$ cat config.mk
export PLATFORM = sky130hd
export DESIGN_NAME = io_timer
export DESIGN_NICKNAME = d
export VERILOG_FILES = /design/src/rtl/io_timer.sv
export SDC_FILE = /design/constraint.sdc
export NUM_CORES = 1
export LEC_CHECK = 0
export CORE_ASPECT_RATIO = 0.6
export CORE_MARGIN = 2
export CORE_UTILIZATION = 45
export DETAILED_ROUTE_END_ITERATION = 12
export PLACE_DENSITY_LB_ADDON = 0.1
export SYNTH_ARGS = -nofsm -noshare
export SYNTH_HDL_FRONTEND = slang
export SYNTH_SLANG_ARGS = --single-unit
$ cat constraint.sdc
create_clock -name clk -period 7.9 [get_ports clk]
set_input_delay 1.58 -clock clk [delete_from_list [all_inputs] [get_ports clk]]
set_output_delay 1.58 -clock clk [all_outputs]
set_load 0.05 [all_outputs]
$ cat src/rtl/io_timer.sv
// Memory-mapped machine timer: 64-bit mtime with prescaler, 64-bit mtimecmp,
// CPU I/O bus register interface and a registered mtimecmp <= mtime flag.
module io_timer #(
   parameter logic [15:2] TBASE = 14'h3F00
) (
   input  logic        clk,
   input  logic        rst_n,
   input  logic        dma_io_we,
   input  logic [15:2] dma_io_wadr,
   input  logic [31:0] dma_io_wdata,
   input  logic [15:2] dma_io_radr,
   input  logic        dma_io_radr_en,
   output logic [31:0] dma_io_rdata_in,
   output logic        frc_cntr_val_leq
);

   typedef enum logic [2:0] {
      REG_MTIME_LO = 3'd0,
      REG_MTIME_HI = 3'd1,
      REG_CMP_LO   = 3'd2,
      REG_CMP_HI   = 3'd3,
      REG_CTRL     = 3'd4,
      REG_PRESCALE = 3'd5
   } reg_e;

   logic [63:0] mtime;
   logic [63:0] mtime_inc;
   logic [63:0] mtime_nx;
   logic [63:0] mtimecmp;
   logic [31:0] hi_shadow;
   logic [15:0] pcnt;
   logic [15:0] prescale;
   logic        en;
   logic        tick;

   logic [15:2] w_off;
   logic [15:2] r_off;
   logic        w_hit;
   logic        r_hit;
   logic        wr_lo;
   logic        wr_hi;
   logic        wr_cmp_lo;
   logic        wr_cmp_hi;
   logic        wr_ctrl;
   logic        wr_pre;
   logic        clr;
   logic        rd_lo;
   logic [31:0] rd_mux;

   // Offsets are computed modulo 2^14, so addresses below TBASE wrap high and miss.
   assign w_off = dma_io_wadr - TBASE;
   assign r_off = dma_io_radr - TBASE;
   assign w_hit = dma_io_we && (w_off < 14'd6);
   assign r_hit = dma_io_radr_en && (r_off < 14'd6);

   always_comb begin
      wr_lo     = 1'b0;
      wr_hi     = 1'b0;
      wr_cmp_lo = 1'b0;
      wr_cmp_hi = 1'b0;
      wr_ctrl   = 1'b0;
      wr_pre    = 1'b0;
      if (w_hit) begin
         case (w_off[4:2])
            REG_MTIME_LO: wr_lo     = 1'b1;
            REG_MTIME_HI: wr_hi     = 1'b1;
            REG_CMP_LO:   wr_cmp_lo = 1'b1;
            REG_CMP_HI:   wr_cmp_hi = 1'b1;
            REG_CTRL:     wr_ctrl   = 1'b1;
            REG_PRESCALE: wr_pre    = 1'b1;
            default:      ;
         endcase
      end
   end

   assign clr   = wr_ctrl && dma_io_wdata[1];
   assign rd_lo = r_hit && (r_off[4:2] == REG_MTIME_LO);
   assign tick  = en && (pcnt == prescale);

   // A half write suppresses the carry of a same-cycle tick into the other half.
   always_comb begin
      mtime_inc = mtime + 64'(tick);
      mtime_nx  = mtime_inc;
      if (clr)
         mtime_nx = '0;
      else if (wr_lo)
         mtime_nx = {mtime[63:32], dma_io_wdata};
      else if (wr_hi)
         mtime_nx = {dma_io_wdata, mtime_inc[31:0]};
   end

   always_comb begin
      rd_mux = '0;
      case (r_off[4:2])
         REG_MTIME_LO: rd_mux = mtime[31:0];
         REG_MTIME_HI: rd_mux = hi_shadow;
         REG_CMP_LO:   rd_mux = mtimecmp[31:0];
         REG_CMP_HI:   rd_mux = mtimecmp[63:32];
         REG_CTRL:     rd_mux = {31'd0, en};
         REG_PRESCALE: rd_mux = {16'd0, prescale};
         default:      rd_mux = '0;
      endcase
   end

   always_ff @(posedge clk or negedge rst_n) begin
      if (!rst_n) begin
         mtime    <= '0;
         pcnt     <= '0;
         mtimecmp <= '1;
         en       <= 1'b0;
         prescale <= '0;
      end else begin
         mtime <= mtime_nx;
         if (clr || wr_pre)
            pcnt <= '0;
         else if (en)
            pcnt <= tick ? '0 : pcnt + 16'd1;
         if (wr_cmp_lo)
            mtimecmp[31:0] <= dma_io_wdata;
         if (wr_cmp_hi)
            mtimecmp[63:32] <= dma_io_wdata;
         if (wr_ctrl)
            en <= dma_io_wdata[0];
         if (wr_pre)
            prescale <= dma_io_wdata[15:0];
      end
   end

   always_ff @(posedge clk or negedge rst_n) begin
      if (!rst_n) begin
         hi_shadow        <= '0;
         dma_io_rdata_in  <= '0;
         frc_cntr_val_leq <= 1'b0;
      end else begin
         if (rd_lo)
            hi_shadow <= mtime[63:32];
         dma_io_rdata_in  <= r_hit ? rd_mux : '0;
         frc_cntr_val_leq <= (mtimecmp <= mtime);
      end
   end

endmodule

==> results_dict.tcl <==
set metrics [dict create \
    arrival_ps 4870 \
    required_ps 8320 \
    track_usage_pct 26.8 \
    area_growth_pct 16.4 \
    top_usage_layer "met1" \
    fin_worst_skew_ps 13.6 \
    firstDrtPassIters 6 \
    grt_first_pass_wirelength_mm 60.5 \
    drv_slew 0 \
    synthArstFlopShare_pct 100 \
    crit_top_cell "or4_1" \
    diodes 0 \
    cts_tree "built" \
    antenna_found_initial 0 \
    synth_common_cells "dfrtp_1 (162), nand2_1 (130), o21ai_0 (105)" \
    gr-usage-met2_pct 34.1 \
    syn_area_um2 12700 \
    avgSynthCellArea_um2 9.70 \
    reg2reg_from "pcnt[6]" \
    powerDensity_nw_per_um2 167 \
    yosys.area.top_type "dfrtp_1" \
    fill_cells 2549 \
    wire_per_inst_um 22.2 \
    syn_inst 1306 \
    start_kind "input port" \
    yosysMostFrequentCell "dfrtp_1" \
    stdcell_count 1761 \
    critPathMaxFanout 25 \
    dieHeight_um 134 \
    totalWireLength_mm 39.1 \
    numCtsBuffers 24 \
    drive_gt1_share_pct 15.6 \
    core-area_um2 27600 \
    critPathSlowestCell "nor3_4" \
    critPathCaptureType "register" \
    grt_start_max_net_pins 172 \
    period_share_pct 56.4 \
    timing.final.hold_violations 0 \
    finalSetupViolCount 0 \
    start_util_pct 45.8 \
    ys_seq_elements 226 \
    seq_area_frac_synth_pct 45.3 \
    post_cts_resized 0 \
    drtIter0Drc 1192 \
    fmax_ghz 0.224 \
    cts_sinks 226 \
    fin_crit_ps 4460 \
    clock_latency_ps 540 \
    dieArea_um2 29500 \
    synth.distinct_cells 66 \
    drc 0 \
    setup_tns_ps 0 \
    synth_nets 1437 \
    clock_path_buffers 3 \
    synthTopCellsByArea "dfrtp_1 (32%), dfstp_2 (13%), mux2_2 (7.4%), ha_1 (6.6%), o21ai_0 (4.1%)" \
    postCtsSetupBuffers 0 \
    synth_top_area_share_pct 32.0 \
    met3_usage_pct 6.15 \
    hpwl_mm 27.3 \
    max_stage_delay_ps 780 \
    r2r_slack_ps 3550 \
    path_class "input port to register" \
    grt_pass1_vias 10100 \
    vias 10700 \
    port_buffers 96 \
    slew_headroom_pct 18.7 \
    place_inst 1717 \
    irDropWorstVdd_v 0.000130 \
    leakagePower_nw 6.49 \
    cap_violations 0 \
    r2r-end "mtime[44]" \
    final_util_pct 53.3 \
    cts_hold_buf 0 \
    nets 1507 \
    crit_chain "clkdlybuf4s50_1, or4_1, or4_1, nor3_4, nor2_1, nand2_1, mux2i_1, a221o_1" \
    yosysWarnings 0 \
    post_drt_via_cell_ratio 6.08 \
    rsz0062_at_grt "no" \
    gp_congestion 0.892 \
    ys.flop_type "dfrtp_1" \
    run_status "finished, final reports clean" \
    synth_edf_count 0 \
    clk_pin_slew_ps 60 \
    min_path_type "register to register" \
    die_w_um 221 \
    h-tree-depth 1 \
    detail-route-antenna-nets 0 \
    ioPinCount 97 \
    r2r_cells 12 \
    grtUsageMet1_pct 45.6 \
    multi_input_area_um2 6390 \
    overflow 0 \
    num_rows 47 \
    cts_root_buf "clkbuf_16" \
    worst_pin_slew_ps 1220 \
    endpoint "mtime[61]" \
    register_area_um2 5740 \
    startpoint "dma_io_wadr[8]" \
]
[worst max-delay path, delay by kind of cell]
kind	cells	cell delay, ps
AOI/OAI and AO/OA	1	260
buffers and inverters	1	390
muxes	1	80
and+or+nand+nor	5	2570
[kinds of logic (layout without fill, tap and decap cells)]
| family | count (synthesis) | in the layout | share of synthesized area (%) |
|---|---|---|---|
| XOR/XNOR | 52 | 52 | 3.60 |
| buffers and inverters | 133 | 221 | 4.39 |
| flip-flops | 226 | 226 | 45.3 |
| AND/OR/NAND/NOR | 408 | 408 | 16.0 |
| multiplexers | 94 | 94 | 8.25 |
| AO/OA/AOI/OAI | 326 | 326 | 15.9 |
| adder cells (fa/ha/maj) | 67 | 67 | 6.62 |
[worst min path at each step]
stage	startpoint	to	cells past startpoint	slack [ps]
6_report	hi_shadow[14]	hi_shadow[14]	2	480
5_1_grt	hi_shadow[11]	hi_shadow[11]	2	500
4_1_cts	hi_shadow[14]	hi_shadow[14]	2	480
3_5_place_dp	hi_shadow[14]	hi_shadow[14]	2	470
3_3_place_gp	hi_shadow[25]	hi_shadow[25]	2	460
2_1_floorplan	hi_shadow[0]	hi_shadow[0]	2	450
[flip-flops by register name (all words and copies together) (netlist names)]
name	count
prescale	16
mtime	64
pcnt	16
frc_cntr_val_leq	1
mtimecmp	64
hi_shadow	32
en	1
dma_io_rdata_in	32
[report_power, final]
| part | switching [mW] | leakage (nW) | internal [mW] |
|---|---|---|---|
| clock | 0.493 | 0.406 | 0.692 |
| combinational | 0.0739 | 3.38 | 0.0437 |
| sequential | 0.00217 | 2.70 | 1.16 |
| total | 0.569 | 6.49 | 1.90 |
[layer usage]
| metal | part of all wire, % | vias to the layer above |
|---|---|---|
| met2 | 38 | 438 |
| met3 | 9.3 | 32 |
| met4 | 0.97 | 0 |
| li1 | - | 4922 |
| met5 | 0 | - |
| met1 | 52 | 5323 |
[cell usage in the layout (no fill, tap or decap), types with 17 or more instances in the layout]
cell	n
nor3_1	17
a211oi_1	20
dfstp_2	64
inv_1	67
o21ai_0	105
nand2_1	130
dfrtp_1	162
ha_1	67
clkdlybuf4s50_1	95
nand4_1	36
a31oi_1	18
a22oi_1	58
nand3_1	58
mux2_2	83
xnor2_1	34
clkbuf_16	25
nor4_1	18
xor2_1	18
a21oi_1	79
nor2_1	89
[stage by stage]
stage / power [mW] / instance area (µm²) / worst slack (ps) / hold WS (ps)
2_1_floorplan: 1.22 / 12700 / 4320 / 446
3_3_place_gp: 1.30 / 13900 / 3030 / 464
3_5_place_dp: 1.30 / 13900 / 2940 / 471
4_1_cts: 2.49 / 14700 / 3510 / 485
5_1_grt: 2.54 / 14700 / 3200 / 499
6_report: 2.47 / 14700 / 3440 / 481
[layout make-up]
cell class | instances | area share (%)
multi-input combinational | 947 | 43.4
clock inverter | 9 | 0.671
sequential | 226 | 38.9
tap | 367 | 3.12
inverter | 67 | 1.71
clock buffer | 35 | 4.84
timing repair buffer | 110 | 7.35
Note: power is estimated with default switching activity, not from simulation.
